--- src/rtl/mux_n_pipe.sv ---
// mux_n_pipe: registered N:1 channel mux with valid/ready handshaking.
//
// Selects one of NUM_IN WIDTH-bit input channels and captures the chosen word
// into a one-entry output register. The channel is picked in one of two ways:
//   ARB_MODE = 0 : explicit channel index on 'select'
//   ARB_MODE = 1 : round-robin among channels with in_valid set ('select' ignored)
// A held word can be replaced on the same edge it is consumed, so the block
// sustains one word per cycle.
//
// Parameters:
//   WIDTH    data width per channel
//   NUM_IN   number of input channels (2..16)
//   SEL_W    index width, must equal clog2(NUM_IN)
//   ARB_MODE 0 = explicit select, 1 = round-robin
//
// Ports:
//   clk        clock, all state updates on the rising edge
//   reset      synchronous active-high reset
//   in_data    flattened channel data, channel i at [i*WIDTH +: WIDTH]
//   in_valid   per-channel valid
//   in_ready   per-channel ready (combinational, at most one bit set)
//   select     channel index (ARB_MODE = 0 only)
//   out_data   registered selected word
//   out_src    registered index of the channel that supplied out_data
//   out_valid  out_data holds an unconsumed word
//   out_ready  downstream accepts out_data this cycle

module mux_n_pipe #(
    parameter int unsigned WIDTH    = 32,
    parameter int unsigned NUM_IN   = 4,
    parameter int unsigned SEL_W    = 2,
    parameter int unsigned ARB_MODE = 0
) (
    input  logic                    clk,
    input  logic                    reset,
    input  logic [NUM_IN*WIDTH-1:0] in_data,
    input  logic [NUM_IN-1:0]       in_valid,
    output logic [NUM_IN-1:0]       in_ready,
    input  logic [SEL_W-1:0]        select,
    output logic [WIDTH-1:0]        out_data,
    output logic [SEL_W-1:0]        out_src,
    output logic                    out_valid,
    input  logic                    out_ready
);

    // Output register and round-robin pointer.
    logic [WIDTH-1:0] out_data_q, out_data_d;
    logic [SEL_W-1:0] out_src_q, out_src_d;
    logic             out_valid_q, out_valid_d;
    logic [SEL_W-1:0] rr_last_q, rr_last_d;

    // Grant decode.
    logic              grant_vld;
    logic [SEL_W-1:0]  grant_idx;
    logic [NUM_IN-1:0] grant_oh;
    logic [WIDTH-1:0]  grant_data;
    int unsigned       rr_dist;
    int unsigned       rr_best;

    logic load_en;
    logic xfer;

    // The output register may take a new word when empty or being drained.
    assign load_en = !out_valid_q || out_ready;

    // Grant selection. Explicit mode decodes the index directly; out-of-range
    // select values (possible when NUM_IN is not a power of two) match no
    // channel and therefore produce no grant.
    always_comb begin
        grant_vld = 1'b0;
        grant_idx = '0;
        grant_oh  = '0;
        rr_dist   = 0;
        rr_best   = NUM_IN;
        if (ARB_MODE == 0) begin
            for (int unsigned i = 0; i < NUM_IN; i++) begin
                if (32'(select) == i) begin
                    grant_vld   = 1'b1;
                    grant_idx   = SEL_W'(i);
                    grant_oh[i] = 1'b1;
                end
            end
        end else begin
            // Round-robin: rank each valid channel by its distance past
            // rr_last (rr_last+1 ranks 0) and keep the closest. The distance
            // wraps at NUM_IN, not at 2^SEL_W.
            for (int unsigned i = 0; i < NUM_IN; i++) begin
                if (in_valid[i]) begin
                    rr_dist = i + NUM_IN - 1 - 32'(rr_last_q);
                    if (rr_dist >= NUM_IN) begin
                        rr_dist = rr_dist - NUM_IN;
                    end
                    if (rr_dist < rr_best) begin
                        rr_best   = rr_dist;
                        grant_vld = 1'b1;
                        grant_idx = SEL_W'(i);
                    end
                end
            end
            for (int unsigned i = 0; i < NUM_IN; i++) begin
                grant_oh[i] = grant_vld && (grant_idx == SEL_W'(i));
            end
        end
    end

    // Data mux driven by the one-hot grant.
    always_comb begin
        grant_data = '0;
        for (int unsigned i = 0; i < NUM_IN; i++) begin
            if (grant_oh[i]) begin
                grant_data = in_data[i*WIDTH +: WIDTH];
            end
        end
    end

    // No ready during reset: anything offered that cycle would be lost.
    assign in_ready = (load_en && !reset) ? grant_oh : '0;
    assign xfer     = |(in_ready & in_valid);

    // Next-state logic.
    always_comb begin
        out_data_d  = out_data_q;
        out_src_d   = out_src_q;
        out_valid_d = out_valid_q;
        rr_last_d   = rr_last_q;
        if (xfer) begin
            out_data_d  = grant_data;
            out_src_d   = grant_idx;
            out_valid_d = 1'b1;
            if (ARB_MODE != 0) begin
                rr_last_d = grant_idx;
            end
        end else if (load_en) begin
            // Drained (or already empty) with nothing new: data/src keep
            // their last value, only valid drops.
            out_valid_d = 1'b0;
        end
    end

    always_ff @(posedge clk) begin
        if (reset) begin
            out_data_q  <= '0;
            out_src_q   <= '0;
            out_valid_q <= 1'b0;
            // Pointer at the last channel so channel 0 has first priority.
            rr_last_q   <= SEL_W'(NUM_IN - 1);
        end else begin
            out_data_q  <= out_data_d;
            out_src_q   <= out_src_d;
            out_valid_q <= out_valid_d;
            rr_last_q   <= rr_last_d;
        end
    end

    assign out_data  = out_data_q;
    assign out_src   = out_src_q;
    assign out_valid = out_valid_q;

endmodule

--- config.mk ---
export PLATFORM = sky130hd
export DESIGN_NAME = mux_n_pipe
export DESIGN_NICKNAME = d
export VERILOG_FILES = /design/src/rtl/mux_n_pipe.sv
export SDC_FILE = /design/constraint.sdc
export NUM_CORES = 1
export LEC_CHECK = 0
export CORE_MARGIN = 2
export CORE_UTILIZATION = 30
export DETAILED_ROUTE_END_ITERATION = 10
export MAX_ROUTING_LAYER = met4
export PLACE_DENSITY_LB_ADDON = 0.2
export SYNTH_ARGS = -nofsm -noshare
export SYNTH_HDL_FRONTEND = slang
export SYNTH_SLANG_ARGS = --single-unit
--- constraint.sdc ---
create_clock -name clk -period 2.1 [get_ports clk]
set_clock_uncertainty 0.2 [all_clocks]
set_input_delay 0.315 -clock clk [delete_from_list [all_inputs] [get_ports clk]]
set_output_delay 0.315 -clock clk [all_outputs]
set_load 0.01 [all_outputs]
# Word-level counts from Yosys, hierarchy flattened
# Index checks and enable logic that the tools add are counted.
# op_classes
eq_ne,3
reduce_logical,7
mux,14
bitwise_logic,1
# op_table
cell,count
2-to-1 mux 32 bit,4
2-to-1 mux 1 bit,7
AND 4 bit,1
equality test 2 bit (second input constant),2
2-to-1 mux 2 bit,2
2-to-1 mux 4 bit,1
OR reduction 4 bit,1
equality test 2 x 1 -> 1 bit (second input constant),1
zero test 1 bit,2
zero test 2 bit,1
nonzero test 2 bit,1
logical AND 1 bit,1
logical OR 1 bit,1
# totals
output_inout_bits,39
wordCells,28
in_bits,137
regBits,35

# Longest topological paths before layout
# logic_depth
word_depth,7
depth_mapped,7

# Worst setup path before layout
# OpenSTA, ideal clock, no wires.
# synth_path
path_type,input port to output port
start,input select[0]
end,output in_ready[3]
path_buffers,2
path_slack_ns,0.352
arrival_ns,1.233
stages,4
path_cell_list,buf_6 > buf_4 > inv_1 > nor4b_1
# synth_between
elab_chain_cells,3
# synth_rtl
element,line,source
start: declaration,39,"input logic [SEL_W-1:0] select,"
equality test 2 bit,77,if (32'(select) == i) begin
2-to-1 mux 1 bit,77,
2-to-1 mux 4 bit,117,assign in_ready = (load_en && !reset) ? grant_oh : '0;
end: declaration,38,"output logic [NUM_IN-1:0] in_ready,"
# Every way passes these cells.

# Worst setup path after layout
# layout_path
start,input out_ready
end,output in_ready[3]
# layout_between
elab_chain_cells,3
# layout_rtl
element,line,source
start: declaration,43,input logic out_ready
logical OR 1 bit,64,assign load_en = !out_valid_q || out_ready;
logical AND 1 bit,117,
2-to-1 mux 4 bit,117,
# Every way passes these cells.

==> run_results.csv <==
group,metric,value,unit
status,status,"completed",
setup_path,worst-path-max-fanout,5,
setup_path,crit_type,"in -> out",
floorplanning,dieArea,8020,um2
run,maxCapViolCount,0,
routing,ant_nets,0,
synth,synthCells,213,
clocking,clkTransAtPathRegs,0.08,ns
synth,yosys-top-cells-count,"a21oi_1 (35), dfxtp_1 (35), nand3_1 (33)",
sta,worst_pin_slew,0.3805,ns
synth,synth_ff_type,"dfxtp_1",
global_routing,grt_pass1_vias,2354,
setup_path,cpPeakStageDelay,0.48,ns
final_layout,drive_above_1_share,0.1525,
global_routing,overflow,0,
power_and_ir_drop,powerDensity,487.2,nW/um2
synth,yosys_warnings,0,
setup_path,cp_cell_sequence,"clkdlybuf4s50_1, nor2b_1, nor4b_1, dlygate4sd2_1",
setup_path,r2r_setup_slack,0.30,ns
sta,setup_ws,0.1433,ns
routing,drt_pre_antenna_iters,4,
sta,setup_viol,0,
floorplanning,die_w,89.56,um
synth,synthTopCellsByArea,"mux4_2 (33%), dfxtp_1 (32%), a21oi_1 (8.0%)",
routing,viasPerCell,5.027,
sta,final.min_clock_period,1.957,ns
worst_hold_path,hp-start,"select[1]",
global_routing,antenna_found_initial,0,
synth,synth.distinct_cells,23,
routing,vias,2443,
place,portBuffers,175,
routing,drt_wl_total,7.459,mm
sta,hold_viol_final,0,
clocking,clock_sinks,35,
setup_path,cp-end-kind,"output pin",
synth,syn_area,2196,um2
sta,fin_crit_sh,0.9318,
floorplanning,ioPinCount,176,
setup_path,arrival,1.44,ns
routing,drc,0,
floorplanning,num_rows,31,
place,place.gp.congestion,0.7094,
place,hpwl,5.924,mm
clocking,postCtsSetupBuffers,0,
worst_hold_path,worstHoldPathType,"in -> reg",
worst_hold_path,hold_end,"out_src[1]$_SDFFE_PP0P_",
power_and_ir_drop,vdd_drop_max,0.2696,mV
clocking,cts_buffers,5,
setup_path,crit_slowest_cell,"clkdlybuf4s50_1",
setup_path,crit_path_start_kind,"primary input",
global_routing,grt_usage,0.1840,
clocking,cts_root_buffer,"clkbuf_8",
clocking,clk_path_buf_depth,2,
synth,ys_ff_latch,35,
synth,synth_nets,350,
synth,synth_top_cell_by_area,"mux4_2",
clocking,htree_levels,2,
synth,synthArstFlopShare,0,
sta,slew_viol_final,0,
routing,drt_iter0_drc,111,
setup_path,regToRegStartpoint,"out_valid$_SDFFE_PP0P_",
final_layout,n_antenna_cell,0,
sta,rsz0062_at_grt,"false",
setup_path,reg2reg_depth,6,
global_routing,grt_max_degree,36,
sta,slew_headroom,0.7463,
worst_hold_path,hold_depth,3,
setup_path,cp_data_required_time,1.58,ns
synth,synth_edf_count,0,
floorplanning,die_h,89.56,um
global_routing,grt_pass1_wl,11.13,mm
sta,fmaxAchievable,511.1,MHz
final_layout,syn2layout_area_growth,89.69,%
sta,fin_setup_tns,0,ns
final_layout,final_nets,523,
floorplanning,initial_core_util,0.3060,
clocking,clock_latency,0.29,ns
synth,ys_seq_area_frac,0.3191,
synth,synth_top_area_frac,0.3282,
clocking,cts_tree,"yes",
floorplanning,core,7176,um2
power_and_ir_drop,p_leak,0.001475,uW
routing,wl_per_cell,15.35,um
setup_path,rr_endpoint,"out_data[28]$_SDFFE_PP0P_",
synth,avgSynthCellArea,10.31,um2
place,dp_slack,-0.1680,ns
## critical path: cells and delay by family
family / cells / cell delay (ns)
buffers and inverters: 2 / 0.78
AND/OR/NAND/NOR: 2 / 0.34
## through the flow
stage               hold WS, ns  cells  utilization  cell area (um2)  total power (uW)
floorplan                0.2881    213            -             2196              1069
global placement         0.2487    478       0.5672             4070              1498
detailed placement       0.2558    478       0.5672             4070              1511
CTS                      0.1754    486       0.5805             4165              2057
global route             0.1998    486       0.5805             4165              2137
finish                   0.1846    486       0.5805             4165              2029
## power breakdown
part / switching [uW] / internal [uW] / total [uW]
registers: 28.2 / 721 / 749
clock network: 241 / 299 / 541
logic: 254 / 486 / 739
## cell usage in the layout, fill, tap and decap left out
cell	synthesis	routed
buf_4	1	16
nand2b_1	1	1
a21oi_1	35	35
or3_1	1	1
dfxtp_1	35	35
nand3_1	33	33
clkbuf_8	0	7
o21ai_1	5	5
nor3_4	0	1
buf_12	0	1
mux2_1	1	1
nand2_1	1	1
clkbuf_1	11	1
buf_2	10	2
nor2b_1	1	1
nor4b_1	2	2
mux2i_1	3	3
nor2_1	2	2
and3_1	1	1
mux4_2	32	32
nor4_1	2	2
inv_1	1	1
dlygate4sd2_1	0	4
clkdlybuf4s50_1	0	169
o21ai_0	30	30
## kinds of logic after synthesis
kind of cell / Yosys count / synth area share
compound gates: 70 / 0.1595
buf+inv: 27 / 0.06438
flops: 35 / 0.3191
mux: 36 / 0.3470
simple gates: 45 / 0.1100
## sequential cells by signal, indices dropped and copies added, names as in the netlist
signal / cells
out_data: 32
out_src: 2
out_valid: 1
## what timing repair did
action / in CTS / in global routing
hold buffers: 0 / 0
endpoints found under the hold margin: 0 / 0
setup endpoints to repair: 4 / 0
gates resized for setup: 4 / 0
## layout make-up
type,instances,area [um2]
Clock buffer,8,100.1
Timing Repair Buffer,192,1877
Sequential cell,35,700.7
Fill cell,628,3010
Multi-Input combinational cell,151,1360
Inverter,1,3.754
Tap cell,99,123.9
## per-layer routing
layer	routed length, um	up-vias	part of all wire	global-route usage
met5	0	-	0	-
met4	91	0	0.012	0.05970
met3	578	8	0.077	0.03693
met2	3848	93	0.52	0.3162
met1	2940	1169	0.39	0.2146
li1	-	1173	-	-
## how the worst max path moves through the flow
stage	startpoint	slack, ns	to	depth (start not counted)
6_report	out_ready	0.14	in_ready[3]	4
5_1_grt	out_ready	0.04	in_ready[2]	4
4_1_cts	out_ready	0.13	in_ready[3]	4
3_5_place_dp	out_ready	-0.17	in_ready[3]	4
3_3_place_gp	out_ready	-0.12	in_ready[3]	4
2_1_floorplan	select[0]	0.35	in_ready[3]	4
(Power assumes the default switching activity.)
==> edit 1: new RTL, config.mk and constraints unchanged <==
`ARB_MODE`: 0 -> 1. Comments in the files are not updated.
--- a/src/rtl/mux_n_pipe.sv
+++ b/src/rtl/mux_n_pipe.sv
@@ -31,3 +31,3 @@
     parameter int unsigned SEL_W    = 2,
-    parameter int unsigned ARB_MODE = 0
+    parameter int unsigned ARB_MODE = 1
 ) (
Check against the original RTL: not equivalent (Yosys sat finds a counterexample within 4 cycles, from zero or initial values and one cycle with reset high).
==> edit 1 against the original RTL <==
  * The run now ends with setup timing left
  * Final cell count rose by 17%
  * Die area rose by 10%
  * Highest routed layer unchanged
  * Global-route usage rose by 4.4 points
  * Area after synthesis rose by 11%
  * Routed wire length rose by 38%
  * Setup slack got worse by 2.4 ns
  * Sequential cell count rose by 2
  * Sequential share of layout area fell by 2.2 points
  * Synthesized cell count rose by 18%
  * Cell area rose by 22%
  * Hold slack improved by 0.083 ns
Power is left out: it rests on default switching activity, and per cell area and clock period it moved more than threefold.
==> edit 1: results (changes against the original RTL) <==
Synth cell types 43 (+87%); post-CTS sizing 40 (+36); WHS Endpoint out_data[5]$_SDFFE_PP0P_; filler cell count in the final layout 655 (+4.3%); clock-pin slew on the worst setup and hold paths 0.08 ns (about the same); most frequent cells after synthesis dfxtp_1 (37), a221o_1 (27), a32o_1 (27), o22a_1 (27), ha_1 (14); average wire per standard cell 18.0 µm (+18%); Worst setup startpoint rr_last_q[0]$_SDFFE_PP1P_; Worst Reg-to-Reg Cells 21 (+15); routability cong. 0.901 (+27%); vias in the first global route 3,024 (+28%); Synth top area share 30.4% (-2.4 points); Inserted Diodes 0 (unchanged); Total Wirelength 10,300 µm (+38%); dominant cells by area after synthesis dfxtp_1 (30%), a221o_1 (11%), a32o_1 (11%), o22a_1 (9.7%), ha_1 (7.2%); placed instance count 553 (+16%); clk_lat worst skew 0.28 ns; synth warn 0 (unchanged); crit-path max FO 4 (-1); failing checks setup timing; min-delay src out_data[5]$_SDFFE_PP0P_; Post-CTS Setup Repair Bufs 6 (+6); Min-Delay Path Depth 1 (-2); RR Startpoint rr_last_q[0]$_SDFFE_PP1P_; Worst R2R End out_data[24]$_SDFFE_PP0P_; setup ws final -2.28 ns (-2.43 ns); nets@finish 619 (+18%); largest net degree at the start of global routing 34 (-5.6%); Worst Hold Class reg -> reg; sequential fraction of the synthesis area 30.4% (-1.5 points); endpoints failing setup 41 (+41); Syn Area/Cell 9.66 µm² (-6.3%); Syn Nets 403 (+15%); layout cells sized above 1 24.9% (+9.7 points); Critical Path AT 3.87 ns (+2.43 ns); crit-path max cell delay 0.36 ns (-0.12 ns); Total GRT Usage 22.8% (+4.4 points); flop2flop setup slack -2.21 ns (-2.51 ns); first-pass GRT wire length 15,400 µm (+38%); Critical Path Slowest Stage Cell dfxtp_4; HPWL Detailed 7540 µm (+27%); via/cell ratio 5.26 (+4.6%); outcome complete, but fails checks; Async S/R FF share, synth 0% (unchanged); CTS root buf clkbuf_8; Num CTS Buffers 5 (unchanged); final setup TNS -88.63 ns (-88.63 ns); starting DRC count in detailed routing 111 (unchanged); IO Port Bufs 173 (-1.1%); antenna violations before repair 0 (unchanged); H-Tree Depth 2 (unchanged)
[edit 1: cell types whose count changed in the layout (fill, tap and decap cells not counted), sizes merged, moves of 6 or more]
cell,before,now
buf,19,59
mux4,32,0
nand3,33,1
a221o,0,27
a32o,0,27
o21ai,35,8
o22a,0,27
a21oi,35,15
ha,0,14
nand2,1,13
a31oi,0,7
nor2,2,9
nand2b,1,7
[edit 1: kinds of logic after synthesis]
kind of cell | share of synthesized area, %
DFF | 30.4
muxes | 0.874
AOI/OAI and AO/OA | 45.7
other | 0.308
and+or+nand+nor | 9.25
adders and majority gates | 7.19
buffers and inverters | 6.22
[edit 1: through the flow]
stage | cell area, µm² | setup WS, ns | hold slack (ns)
detailed placement | 4750 | -2.54 | 0.253
global placement | 4750 | -2.46 | 0.247
CTS | 5010 | -2.28 | 0.271
floorplan | 2610 | -2.07 | 0.184
finish | 5100 | -2.28 | 0.268
global route | 5100 | -2.46 | 0.281
[edit 1: final cells by class]
type / instances / area [µm²] / share of cell area (%)
timing repair buffer: 230 / 2310 / 45.4
multi-input combinational: 188 / 1790 / 35.1
sequential: 37 / 746 / 14.6
tap: 102 / 128 / 2.50
clock buffer: 7 / 86.3 / 1.69
inverter: 6 / 30.0 / 0.589
clock inverter: 1 / 7.51 / 0.147
[edit 1: worst max-delay path: cells and delay by family, from the launching register on]
family          cells  cell delay, ns
compound gates      8            1.18
fa+ha+maj           4            0.77
buf+inv             5            0.51
simple gates        3            0.44
flops               1            0.36
mux                 1            0.33
[edit 1: metal layers]
layer | global-route usage [%] | part of all wire [%] | vias to the layer above
met1 | 24.7 | 39 | 1432
met5 | - | 0 | -
met4 | 4.71 | 1.3 | 0
li1 | - | - | 1466
met2 | 43.8 | 55 | 90
met3 | 3.29 | 4.9 | 14
==> edit 2: new RTL, same settings <==
Made on the original files. Reset style: asynchronous (`reset`), changed in one clocked block. Comments in the files are not updated.
--- a/src/rtl/mux_n_pipe.sv
+++ b/src/rtl/mux_n_pipe.sv
@@ -139,3 +139,3 @@
 
-    always_ff @(posedge clk) begin
+    always_ff @(posedge clk or posedge reset) begin
         if (reset) begin
Check against the original RTL: differs if reset is asserted again (counterexample within 4 cycles, from zero or initial values and one cycle with reset high); with reset held inactive, the same outputs for 10 cycles.
==> edit 2 against the original RTL <==
  * Maximum frequency is 1.1% lower
  * Clock power is 14% lower
  * Via count is 22% lower
  * Routed wire length is 11% lower
  * Final cell count is 15% lower
  * Sequential cell count stayed put
  * Area after synthesis is 6.0% higher
  * Hold slack better by 0.0077 ns
  * Largest power group is now combinational logic
  * Cell area is 3.1% higher
  * Non-clock buffer count is 6 lower
  * Synthesized cell count is 40% lower
  * Setup slack worse by 0.021 ns
  * Power is 31% higher
==> edit 2: results (changes against the original RTL) <==
Final min period 1.98 ns (+0.0208 ns); Synth cell types 19 (-17%); Async S/R FF share, synth 100% (+100 points); first-pass GRT wire length 10,400 µm (-6.4%); HPWL Detailed 5410 µm (-8.6%); average wire per standard cell 16.0 µm (+4.3%); nets@finish 447 (-15%); CP endpoint in_ready[1]; antenna violations before repair 1 (+1); vias in the first global route 2,068 (-12%); hold_ws 0.192 ns (+0.00775 ns); layout cells sized above 1 19.6% (+4.4 points); Total GRT Usage 16.4% (-2.0 points); RR Startpoint out_valid$_DFFE_PP0P_; Sequential Power 974 µW (+30%); routability cong. 0.719 (+1.3%); outcome complete, no violations; Worst R2R End out_data[28]$_DFFE_PP0P_; crit-path max FO 4 (-1); via/cell ratio 4.62 (-8.0%); largest net degree at the start of global routing 38 (+5.6%); crit-path max cell delay 0.45 ns (-0.03 ns); Syn Area/Cell 18.2 µm² (+76%); Worst Reg-to-Reg Cells 5 (-1); Critical Path AT 1.46 ns (+0.02 ns); most frequent cells after synthesis dfrtp_1 (35), mux2_4 (20), mux4_1 (18); design area 0.00429 mm² (+3.1%); WHS Endpoint out_src[1]$_DFFE_PP0P_; flop2flop setup slack 0.56 ns (+0.26 ns); Finished Layout Cells 414 (-15%); PD cells 621 mW/mm² (+27%); leakage power 1.78 nW (+21%); Clock Power Share 17.4% (-9.2 points); sequential fraction of the synthesis area 37.6% (+5.7 points); DP Worst Slack -0.181 ns (-0.0134 ns); placed inst area 0.00422 mm² (+3.6%); Syn Nets 265 (-24%); Slew @ Worst Pin 0.469 ns (+0.0882 ns)
==> edit 2: worst max-delay path: cells and delay by family <==
family	cells	cell delay (ns)
buffers and inverters	2	0.75
and+or+nand+nor	3	0.39
==> edit 2: area by class of cell <==
cell class / instances / area [µm²]
fill: 640 / 3310
timing repair buffer: 186 / 1840
multi-input combinational: 79 / 1350
sequential: 35 / 876
tap: 102 / 128
clock buffer: 7 / 76.3
inverter: 3 / 11.3
clock inverter: 1 / 5.00
antenna: 1 / 2.50
==> edit 2: cells by family (layout without fill, tap and decap cells) <==
group / Yosys count / count (layout) / synth area share, %
AOI/OAI and AO/OA: 2 / 2 / 0.645
buffers and inverters: 14 / 197 / 4.30
DFF: 35 / 35 / 37.6
muxes: 68 / 68 / 55.0
other: 0 / 1 / 0
and+or+nand+nor: 9 / 9 / 2.42
==> edit 2: per-layer routing <==
metal | track usage (%) | share of wire, %
met4 | 3.86 | 0.66
met5 | - | 0
met3 | 4.11 | 9.1
met2 | 28.5 | 51
met1 | 19.2 | 39
